[config.mk]
export PLATFORM = sky130hd
export DESIGN_NAME = floor_request_dispatcher
export DESIGN_NICKNAME = d
export VERILOG_FILES = /design/src/rtl/floor_request_dispatcher.sv
export SDC_FILE = /design/constraint.sdc
export NUM_CORES = 1
export LEC_CHECK = 0
export BUFFER_PORTS_ARGS = -buffer_cell sky130_fd_sc_hd__buf_2
export CORE_MARGIN = 8
export CORE_UTILIZATION = 55
export DETAILED_ROUTE_END_ITERATION = 7
export PLACE_DENSITY = 0.74
export SETUP_SLACK_MARGIN = 0.02
export SLEW_MARGIN = 20
export SYNTH_ARGS = -nofsm -noshare
export SYNTH_HDL_FRONTEND = slang
export SYNTH_SLANG_ARGS = --single-unit
[constraint.sdc]
create_clock -name clk -period 2.78 [get_ports clk]
set_input_delay 0.556 -clock clk [delete_from_list [all_inputs] [get_ports clk]]
set_output_delay 0.556 -clock clk [all_outputs]
set_load 0.05 [all_outputs]
[src/rtl/floor_request_dispatcher.sv]
//------------------------------------------------------------------------------
// floor_request_dispatcher
//
// Upstream stage of the elevator controller. Call buttons are latched into a
// pending-floor bitmap; the next target is picked with SCAN ordering (keep
// moving in the current direction while calls remain ahead, otherwise turn
// around). The target is presented to the elevator core on req_floor and is
// retired when the core reports completion at that floor.
//
// Optional feature (compile-time macro DOOR_DWELL_EN):
//   defined   - after each arrival the block sits in a door-dwell state for
//               DWELL_CYCLES cycles (extended while over_weight is high) with
//               req_valid low before it may dispatch again.
//   undefined - arrival returns straight to IDLE; DWELL_CYCLES only sizes the
//               shared cycle counter.
//
// Ports:
//   clk          in   1           system clock, rising edge
//   rst_n        in   1           asynchronous active-low reset
//   call_btn     in   NUM_FLOORS  call buttons (level), bit i = floor i
//   cur_floor    in   FLOOR_W     current floor reported by the elevator core
//   complete     in   1           elevator core arrival flag
//   over_weight  in   1           elevator core overload flag
//   req_floor    out  FLOOR_W     target floor to the elevator core
//   req_valid    out  1           req_floor is an active target
//   dir_pref     out  2           SCAN direction: 00 idle, 01 up, 10 down
//   pending      out  NUM_FLOORS  latched, unserved calls
//   fault        out  1           sticky: target not reached in time
//------------------------------------------------------------------------------
module floor_request_dispatcher #(
  parameter int NUM_FLOORS     = 8,
  parameter int FLOOR_W        = 3,
  parameter int TIMEOUT_CYCLES = 1024,
  parameter int DWELL_CYCLES   = 8
) (
  input  logic                  clk,
  input  logic                  rst_n,
  input  logic [NUM_FLOORS-1:0] call_btn,
  input  logic [FLOOR_W-1:0]    cur_floor,
  input  logic                  complete,
  input  logic                  over_weight,
  output logic [FLOOR_W-1:0]    req_floor,
  output logic                  req_valid,
  output logic [1:0]            dir_pref,
  output logic [NUM_FLOORS-1:0] pending,
  output logic                  fault
);

  localparam logic [1:0] DIR_IDLE = 2'b00;
  localparam logic [1:0] DIR_UP   = 2'b01;
  localparam logic [1:0] DIR_DOWN = 2'b10;

  // One counter serves both the WAIT_DONE timeout and the door dwell; the two
  // never run at the same time, so it is sized for the larger of the two.
  localparam int CNT_MAX = (TIMEOUT_CYCLES > DWELL_CYCLES) ? TIMEOUT_CYCLES : DWELL_CYCLES;
  localparam int CNT_W   = $clog2(CNT_MAX + 1);
  localparam logic [CNT_W-1:0] TMO_LAST = CNT_W'(TIMEOUT_CYCLES - 1);
`ifdef DOOR_DWELL_EN
  localparam logic [CNT_W-1:0] DWELL_LAST = CNT_W'(DWELL_CYCLES - 1);
`endif

  typedef enum logic [1:0] {
    ST_IDLE = 2'd0,
    ST_WAIT = 2'd1,
    ST_HOLD = 2'd2
`ifdef DOOR_DWELL_EN
    , ST_DWELL = 2'd3
`endif
  } state_e;

  state_e                  state_q, state_d;
  logic [FLOOR_W-1:0]      req_floor_q, req_floor_d;
  logic                    req_valid_q, req_valid_d;
  logic [1:0]              dir_q, dir_d;
  logic [NUM_FLOORS-1:0]   pending_q, pending_d;
  logic                    fault_q, fault_d;
  logic [CNT_W-1:0]        cnt_q, cnt_d;

  logic                    cur_in_range;
  logic [NUM_FLOORS-1:0]   up_mask, dn_mask, rt_mask;
  logic [NUM_FLOORS-1:0]   set_mask, clr_mask;
  logic [FLOOR_W:0]        up_pick, dn_pick, rt_pick;

  // One-hot bitmap for a floor index.
  function automatic logic [NUM_FLOORS-1:0] floor_bit(input logic [FLOOR_W-1:0] f);
    logic [NUM_FLOORS-1:0] m;
    m = '0;
    for (int i = 0; i < NUM_FLOORS; i++) begin
      if (FLOOR_W'(i) == f) m[i] = 1'b1;
    end
    return m;
  endfunction

  // {found, index} of the lowest set bit: nearest floor above the car.
  function automatic logic [FLOOR_W:0] pick_lowest(input logic [NUM_FLOORS-1:0] m);
    logic [FLOOR_W:0] r;
    r = '0;
    for (int i = NUM_FLOORS - 1; i >= 0; i--) begin
      if (m[i]) r = {1'b1, FLOOR_W'(i)};
    end
    return r;
  endfunction

  // {found, index} of the highest set bit: nearest floor below the car.
  function automatic logic [FLOOR_W:0] pick_highest(input logic [NUM_FLOORS-1:0] m);
    logic [FLOOR_W:0] r;
    r = '0;
    for (int i = 0; i < NUM_FLOORS; i++) begin
      if (m[i]) r = {1'b1, FLOOR_W'(i)};
    end
    return r;
  endfunction

  // A car position outside the building has no floor ahead in either direction.
  assign cur_in_range = (32'(cur_floor) < NUM_FLOORS);

  // Candidate sets relative to the car: above, below, and (for retargeting)
  // strictly between the car and the current target in the travel direction.
  always_comb begin
    up_mask = '0;
    dn_mask = '0;
    rt_mask = '0;
    for (int i = 0; i < NUM_FLOORS; i++) begin
      if (cur_in_range && pending_q[i]) begin
        if (FLOOR_W'(i) > cur_floor) up_mask[i] = 1'b1;
        if (FLOOR_W'(i) < cur_floor) dn_mask[i] = 1'b1;
        if ((dir_q == DIR_UP) && (FLOOR_W'(i) > cur_floor) && (FLOOR_W'(i) < req_floor_q))
          rt_mask[i] = 1'b1;
        if ((dir_q == DIR_DOWN) && (FLOOR_W'(i) < cur_floor) && (FLOOR_W'(i) > req_floor_q))
          rt_mask[i] = 1'b1;
      end
    end
  end

  assign up_pick = pick_lowest(up_mask);
  assign dn_pick = pick_highest(dn_mask);
  // Retarget to the in-between floor closest to the car.
  assign rt_pick = (dir_q == DIR_DOWN) ? pick_highest(rt_mask) : pick_lowest(rt_mask);

  always_comb begin
    state_d     = state_q;
    req_floor_d = req_floor_q;
    req_valid_d = req_valid_q;
    dir_d       = dir_q;
    fault_d     = fault_q;
    cnt_d       = cnt_q;
    set_mask    = call_btn;
    clr_mask    = '0;

    case (state_q)
      ST_IDLE: begin
        // Standing at a floor: a call for that same floor needs no trip.
        if (cur_in_range) set_mask = call_btn & ~floor_bit(cur_floor);
        if (pending_q == '0) begin
          dir_d = DIR_IDLE;
        end else if (!over_weight && !fault_q) begin
          if (dir_q == DIR_DOWN) begin
            if (dn_pick[FLOOR_W]) begin
              req_floor_d = dn_pick[FLOOR_W-1:0];
              dir_d       = DIR_DOWN;
              req_valid_d = 1'b1;
              state_d     = ST_WAIT;
              cnt_d       = '0;
            end else if (up_pick[FLOOR_W]) begin
              req_floor_d = up_pick[FLOOR_W-1:0];
              dir_d       = DIR_UP;
              req_valid_d = 1'b1;
              state_d     = ST_WAIT;
              cnt_d       = '0;
            end
          end else begin
            // Moving up, or idle: up is tried first.
            if (up_pick[FLOOR_W]) begin
              req_floor_d = up_pick[FLOOR_W-1:0];
              dir_d       = DIR_UP;
              req_valid_d = 1'b1;
              state_d     = ST_WAIT;
              cnt_d       = '0;
            end else if (dn_pick[FLOOR_W]) begin
              req_floor_d = dn_pick[FLOOR_W-1:0];
              dir_d       = DIR_DOWN;
              req_valid_d = 1'b1;
              state_d     = ST_WAIT;
              cnt_d       = '0;
            end
          end
        end
      end

      ST_WAIT: begin
        if (over_weight) begin
          // Overload outranks arrival and retarget; the timeout count is kept.
          req_valid_d = 1'b0;
          state_d     = ST_HOLD;
        end else if (complete && (cur_floor == req_floor_q)) begin
          clr_mask    = floor_bit(req_floor_q);
          req_valid_d = 1'b0;
          cnt_d       = '0;
`ifdef DOOR_DWELL_EN
          state_d     = ST_DWELL;
`else
          state_d     = ST_IDLE;
`endif
        end else if (cnt_q == TMO_LAST) begin
          fault_d     = 1'b1;
          clr_mask    = floor_bit(req_floor_q);
          req_valid_d = 1'b0;
          state_d     = ST_IDLE;
        end else begin
          cnt_d = cnt_q + CNT_W'(1);
          // The superseded target stays in pending and is picked up later.
          if (rt_pick[FLOOR_W]) req_floor_d = rt_pick[FLOOR_W-1:0];
        end
      end

      ST_HOLD: begin
        req_valid_d = 1'b0;
        if (!over_weight) begin
          req_valid_d = 1'b1;
          state_d     = ST_WAIT;
        end
      end

`ifdef DOOR_DWELL_EN
      ST_DWELL: begin
        // Overload holds the doors open: the dwell count pauses.
        if (!over_weight) begin
          if (cnt_q == DWELL_LAST) begin
            cnt_d   = '0;
            state_d = ST_IDLE;
          end else begin
            cnt_d = cnt_q + CNT_W'(1);
          end
        end
      end
`endif

      default: begin
        req_valid_d = 1'b0;
        state_d     = ST_IDLE;
      end
    endcase

    // Clear wins over a same-cycle set; a held button re-latches next cycle.
    pending_d = (pending_q | set_mask) & ~clr_mask;
  end

  always_ff @(posedge clk or negedge rst_n) begin
    if (!rst_n) begin
      state_q     <= ST_IDLE;
      req_floor_q <= '0;
      req_valid_q <= 1'b0;
      dir_q       <= DIR_IDLE;
      pending_q   <= '0;
      fault_q     <= 1'b0;
      cnt_q       <= '0;
    end else begin
      state_q     <= state_d;
      req_floor_q <= req_floor_d;
      req_valid_q <= req_valid_d;
      dir_q       <= dir_d;
      pending_q   <= pending_d;
      fault_q     <= fault_d;
      cnt_q       <= cnt_d;
    end
  end

  assign req_floor = req_floor_q;
  assign req_valid = req_valid_q;
  assign dir_pref  = dir_q;
  assign pending   = pending_q;
  assign fault     = fault_q;

endmodule

Word level (Yosys, flattened, before mapping)
Index checks and enable logic that the tools add are counted.
{"block": "word_totals", "ff_bits": 28, "inputBits": 15, "output_inout_bits": 15, "wordCells": 297}
{"block": "classes", "addsub": 1, "order_cmp": 32, "eq_ne": 30, "muxes": 171, "n_bitwise": 7, "n_reduce_logical": 49}
{"cell": "two-way mux 4 bit", "count": 33}
{"cell": "two-way mux 11 bit", "count": 10}
{"cell": "two-way mux 1 bit", "count": 91}
{"cell": "two-way mux 8 bit", "count": 5}
{"cell": "logical AND 1 bit", "count": 34}
{"cell": "two-way mux 2 bit", "count": 17}
{"cell": "two-way mux 3 bit", "count": 11}
{"cell": "equality test 3 bit, first input constant", "count": 8}
{"cell": "greater-than comparator 3 bit, first input constant", "count": 8}
{"cell": "less-than comparator 3 bit, first input constant", "count": 8}
{"cell": "one-hot mux 11 bit (2 select lines)", "count": 1}
{"cell": "AND 8 bit", "count": 2}
{"cell": "NOT 8 bit", "count": 2}
{"cell": "inequality test 2 bit, second input constant", "count": 7}
{"cell": "equality test 2 x 3 -> 1 bit, first input constant", "count": 4}
{"cell": "greater-than comparator 1 x 3 -> 1 bit, first input constant", "count": 4}
{"cell": "greater-than comparator 2 x 3 -> 1 bit, first input constant", "count": 4}
{"cell": "less-than comparator 1 x 3 -> 1 bit, first input constant", "count": 4}
{"cell": "less-than comparator 2 x 3 -> 1 bit, first input constant", "count": 4}
{"cell": "adder 11 x 1 -> 11 bit, second input constant", "count": 1}
{"cell": "equality test 11 x 10 -> 1 bit, second input constant", "count": 1}
{"cell": "logical NOT 8 bit", "count": 1}
{"cell": "OR 8 bit", "count": 1}
{"cell": "AND reduction 4 bit", "count": 2}
{"cell": "19 further kinds", "count": 27}

Logic depth before layout (Yosys ltp)
{"block": "depth", "ltp_word": 20, "ltp_mapped": 9}

Least setup slack after synthesis
No wires, ideal clock.
{"block": "synth_path", "kind": "register to register", "start": "register req_floor_q[2] (netlist: req_floor[2])", "end": "register req_floor_q[0] (netlist: req_floor[0])", "setup_ns": 0.092, "arrival_time_ns": 2.612, "required_time_ns": 2.688, "setup_slack_ns": 0.076, "stages_incl_launch_ff": 9, "n_path_buf": 1, "cell_sequence": "dfrtp_1 > buf_6 > or4b_4 > nor3b_2 > o21ai_2 > or4b_1 > a211oi_2 > a211oi_1 > o31ai_2"}
{"block": "synth_via", "elab_chain_len": 19}
{"element": "start: declaration", "line_no": "72", "text": "logic [FLOOR_W-1:0] req_floor_q, req_floor_d;"}
{"element": "start signal: assignment", "line_no": "259", "text": "req_floor_q <= req_floor_d;"}
{"element": "less-than comparator 3 bit", "line_no": "127", "text": "if ((dir_q == DIR_UP) && (FLOOR_W'(i) > cur_floor) && (FLOOR_W'(i) < req_floor_q))"}
{"element": "logical AND 1 bit", "line_no": "127"}
{"element": "two-way mux 1 bit", "line_no": "127"}
{"element": "two-way mux 1 bit", "line_no": "129", "text": "if ((dir_q == DIR_DOWN) && (FLOOR_W'(i) < cur_floor) && (FLOOR_W'(i) > req_floor_q))"}
{"element": "two-way mux 1 bit", "line_no": "124", "text": "if (cur_in_range && pending_q[i]) begin"}
{"element": "two-way mux 4 bit (8 in series)", "line_no": "99", "text": "if (m[i]) r = {1'b1, FLOOR_W'(i)};"}
{"element": "two-way mux 4 bit", "line_no": "138", "text": "assign rt_pick = (dir_q == DIR_DOWN) ? pick_highest(rt_mask) : pick_lowest(rt_mask);"}
{"element": "two-way mux 3 bit", "line_no": "212", "text": "if (rt_pick[FLOOR_W]) req_floor_d = rt_pick[FLOOR_W-1:0];"}
{"element": "two-way mux 3 bit", "line_no": "204", "text": "end else if (cnt_q == TMO_LAST) begin"}
{"element": "two-way mux 3 bit", "line_no": "195", "text": "end else if (complete && (cur_floor == req_floor_q)) begin"}
{"element": "two-way mux 3 bit", "line_no": "191", "text": "if (over_weight) begin"}
{"element": "one-hot mux 3 bit (2 select lines)", "line_no": "150", "text": "case (state_q)"}
Several ways; a longest one is shown, not always the timed one. The select of a mux whose other input is x is not followed.
A chain may end at the register's enable or synchronous reset.

Worst setup path after layout
{"block": "layout_path", "start": "register dir_q[0] (netlist: dir_pref[0])", "end": "register req_floor_q[0] (netlist: req_floor[0])"}
{"block": "layout_via", "elab_chain_len": 20}
{"element": "start: declaration", "line_no": "74", "text": "logic [1:0] dir_q, dir_d;"}
{"element": "start signal: assignment", "line_no": "261", "text": "dir_q <= dir_d;"}
{"element": "equality test 2 x 1 -> 1 bit", "line_no": "127"}
{"element": "logical AND 1 bit (2 in series)", "line_no": "127"}
{"element": "two-way mux 1 bit", "line_no": "127"}
{"element": "two-way mux 1 bit", "line_no": "129"}
{"element": "two-way mux 1 bit", "line_no": "124"}
{"element": "two-way mux 4 bit (8 in series)", "line_no": "99"}
{"element": "two-way mux 4 bit", "line_no": "138"}
{"element": "two-way mux 3 bit", "line_no": "212"}
{"element": "two-way mux 3 bit", "line_no": "204"}
{"element": "two-way mux 3 bit", "line_no": "195"}
{"element": "two-way mux 3 bit", "line_no": "191"}
{"element": "one-hot mux 3 bit (2 select lines)", "line_no": "150"}
Several ways; a longest one is shown, not always the timed one. The select of a mux whose other input is x is not followed.

==> results_dict.tcl <==
set metrics [dict create \
    highest_layer "met4" \
    synth_xor_area_share_pct 1.20 \
    final_util_pct 62.3 \
    grt_first_pass_wirelength_mm 10.3 \
    fp-row-count 23 \
    cts_resized 0 \
    leakage_nw 1.03 \
    grt_use_total_pct 19.8 \
    path_cells "or4b_4 -> nor3b_2 -> o21ai_2 -> or4b_1 -> a211oi_2 -> a211oi_1 -> o31ai_2" \
    status "finished, final reports clean" \
    path_class "flop to flop" \
    fin_nets 316 \
    p_comb_share_pct 49.2 \
    synth.ff_latch_count 28 \
    num_antenna_cells 0 \
    layout_common_cells "buf_2, dfrtp_1, nand2_1" \
    ir_drop_v 0.000305 \
    wl_met2_mm 2.88 \
    worst_ep_required_time_ns 2.97 \
    postLayoutCellArea_mm2 0.00244 \
    grt_pass1_vias 2194 \
    htreeDepth 1 \
    coreArea_mm2 0.00391 \
    syn_avg_cell_area_um2 8.17 \
    final_common_cell "buf_2" \
    grt_max_degree 29 \
    cts_setup_buffers 0 \
    initial_core_util_pct 55.7 \
    max_stage_delay_ns 0.54 \
    setup-tns-final_ns 0 \
    hold_viol 0 \
    synth_top_family_by_area "compound AO/OA/AOI/OAI gates" \
    syn_to_final_growth_pct 11.9 \
    finClkSkew_ns 0.00359 \
    clock_path_buffers 2 \
    drt_iter0_drc 273 \
    max_cap_violations 0 \
    wl_met3_um 348 \
    synth.distinct_cells 61 \
    antenna_found_initial 0 \
    crit_fanout 9 \
    synthAdderAreaFrac_pct 0.574 \
    via_per_inst 6.39 \
    numCtsBuffers 3 \
    pwr-share-seq_pct 34.7 \
    netSwitchingFraction_pct 45.3 \
    power.density_mw_per_mm2 650 \
    r2r_slack_ns 0.32 \
    drive_gt1_share_pct 20.7 \
    p_int_mw 0.867 \
    die_h_um 79.0 \
    switchingPower_mw 0.719 \
    hp-class "input port to asynchronous set/reset pin" \
    drc_errors 0 \
    r2r_cells 7 \
    synth-edff-count 0 \
    synth_warnings 0 \
    finalMaxSlewViolations 0 \
    finalPower_mw 1.59 \
    drtAntennaViolNets 0 \
    ctsRootBufferMaster "clkbuf_8" \
    tightestPinTransition_ns 0.626 \
    relSlewSlack_pct 58.2 \
    reg2reg_to "req_floor[0]" \
    synth_compound_area_share_pct 32.2 \
    placed_area_mm2 0.00238 \
    routabilityCongestion 0.975 \
    period_minus_slack_ns 2.46 \
    crit_arrival_ns 2.66 \
    worstReg2RegStart "dir_pref[0]" \
    cts_hold_buf 0 \
    netlist_area_mm2 0.00218 \
    ys_async_sr_fraction_pct 100 \
    max_freq_mhz 406 \
    overflow 0 \
    fp.dieW_um 79.0 \
    pwr-share-clk_pct 16.1 \
    vias 2231 \
    slowest_stage "or4b_4" \
    synthMuxAreaShare_pct 0.918 \
    io_buffers 29 \
    cts.sinks 28 \
    synthSimpleGateAreaFrac_pct 26.4 \
    clock_latency_ns 0.28 \
    finalCritPeriodShare_pct 88.6 \
    ys_seq_area_share_pct 32.1 \
    m1WireLength_mm 2.57 \
    syn_nets 283 \
    syn_inst 267 \
    cp-start-kind "flop" \
    dr.pass1.iters 4 \
    synth_ff_type "dfrtp_1" \
    io_pins 30 \
    crit_path_end_kind "flop" \
    wl_per_cell_um 17.2 \
    setup_viol 0 \
    die_area_mm2 0.00624 \
    place_hpwl_mm 4.49 \
    clkSlewWorstSetupHoldPaths_ns 0.10 \
    wl_mm 5.99 \
    rsz0062_at_grt "no" \
    cts_tree "done" \
]
==> worst max-delay path by stage <==
stage	start	end	slack [ns]	depth (start not counted)
after detailed placement	cur_floor[1]	req_floor[0]	0.11	8
after global placement	cur_floor[1]	req_floor[0]	0.17	8
after global routing	cnt_q[0]	req_floor[2]	0.06	8
final	dir_pref[0]	req_floor[0]	0.32	7
after floorplan	req_floor[2]	req_floor[0]	0.08	8
after CTS	dir_pref[0]	req_floor[0]	0.31	7
==> synthesized netlist by cell type, drive strengths merged, types with 3 or more instances <==
| cell type | number | share of area, % |
|---|---|---|
| o31ai | 7 | 2.6 |
| nand3 | 11 | 2.5 |
| a2bb2oi | 3 | 1.2 |
| nor3 | 7 | 1.6 |
| a21o | 4 | 1.4 |
| clkbuf | 7 | 2.1 |
| inv | 9 | 1.5 |
| nand2 | 26 | 4.5 |
| o32a | 3 | 1.4 |
| o22ai | 5 | 1.4 |
| dfrtp | 28 | 32 |
| nand2b | 6 | 1.7 |
| and3 | 4 | 1.1 |
| a21boi | 3 | 1.0 |
| nor4 | 3 | 0.86 |
| xnor2 | 3 | 1.2 |
| nor2 | 15 | 2.6 |
| and2 | 3 | 0.92 |
| o21ai | 21 | 5.0 |
| a211oi | 4 | 1.6 |
| o32ai | 3 | 1.2 |
| a32o | 3 | 1.4 |
| o21a | 6 | 2.1 |
| buf | 7 | 2.4 |
| nor2b | 6 | 1.7 |
| nand4 | 5 | 1.4 |
| a31oi | 7 | 2.0 |
| a21oi | 25 | 5.7 |
| or2 | 3 | 0.86 |
==> per-layer routing <==
| metal | global-route usage, % | vias to the layer above |
|---|---|---|
| met3 | 3.05 | 16 |
| met5 | 0 | - |
| met2 | 31.8 | 74 |
| li1 | - | 1078 |
| met4 | 10.9 | 0 |
| met1 | 24.8 | 1063 |
==> worst max-delay path: cells and delay by family (launching register included) <==
kind               cells  cell delay (ns)
DFF                    1             0.50
and+or+nand+nor        3             1.27
AOI/OAI and AO/OA      4             0.61
==> per-stage QoR <==
step                      setup slack, ns  cells  hold WS (ns)
after floorplan                    0.0759    267         0.260
after global placement              0.170    345         0.463
after detailed placement            0.109    345         0.471
after CTS                           0.312    349         0.304
after global routing               0.0584    349         0.331
final                               0.316    349         0.279
==> area by class of cell <==
| class | count | area (um^2) |
|---|---|---|
| well taps | 50 | 62.6 |
| flip-flops and latches | 28 | 701 |
| multi-input cells | 215 | 1340 |
| repair buffers | 43 | 250 |
| inverters | 9 | 33.8 |
| fillers | 381 | 1470 |
| clock buffers | 4 | 55.1 |
==> sequential cells by signal, summed over array words and instances, names as in the netlist <==
| signal | count |
|---|---|
| fault | 1 |
| pending | 8 |
| dir_pref | 2 |
| cnt_q | 11 |
| state_q | 2 |
| req_floor | 3 |
| req_valid | 1 |
==> logic make-up (layout without fill, tap and decap cells) <==
family	count (synthesis)	count (layout)
AOI/OAI and AO/OA	105	105
and+or+nand+nor	104	104
DFF	28	28
buffers and inverters	24	56
xor gates and xnor gates	3	3
muxes	2	2
adders and majority gates	1	1
==> power groups by stage <==
stage	Clock [mW]	Combinational, mW	Sequential (mW)
after floorplan	0	0.498	0.647
after global placement	0	0.766	0.552
after detailed placement	0	0.774	0.558
after CTS	0.260	0.777	0.549
after global routing	0.278	0.854	0.562
final	0.255	0.781	0.551
(Power assumes the default switching activity.)
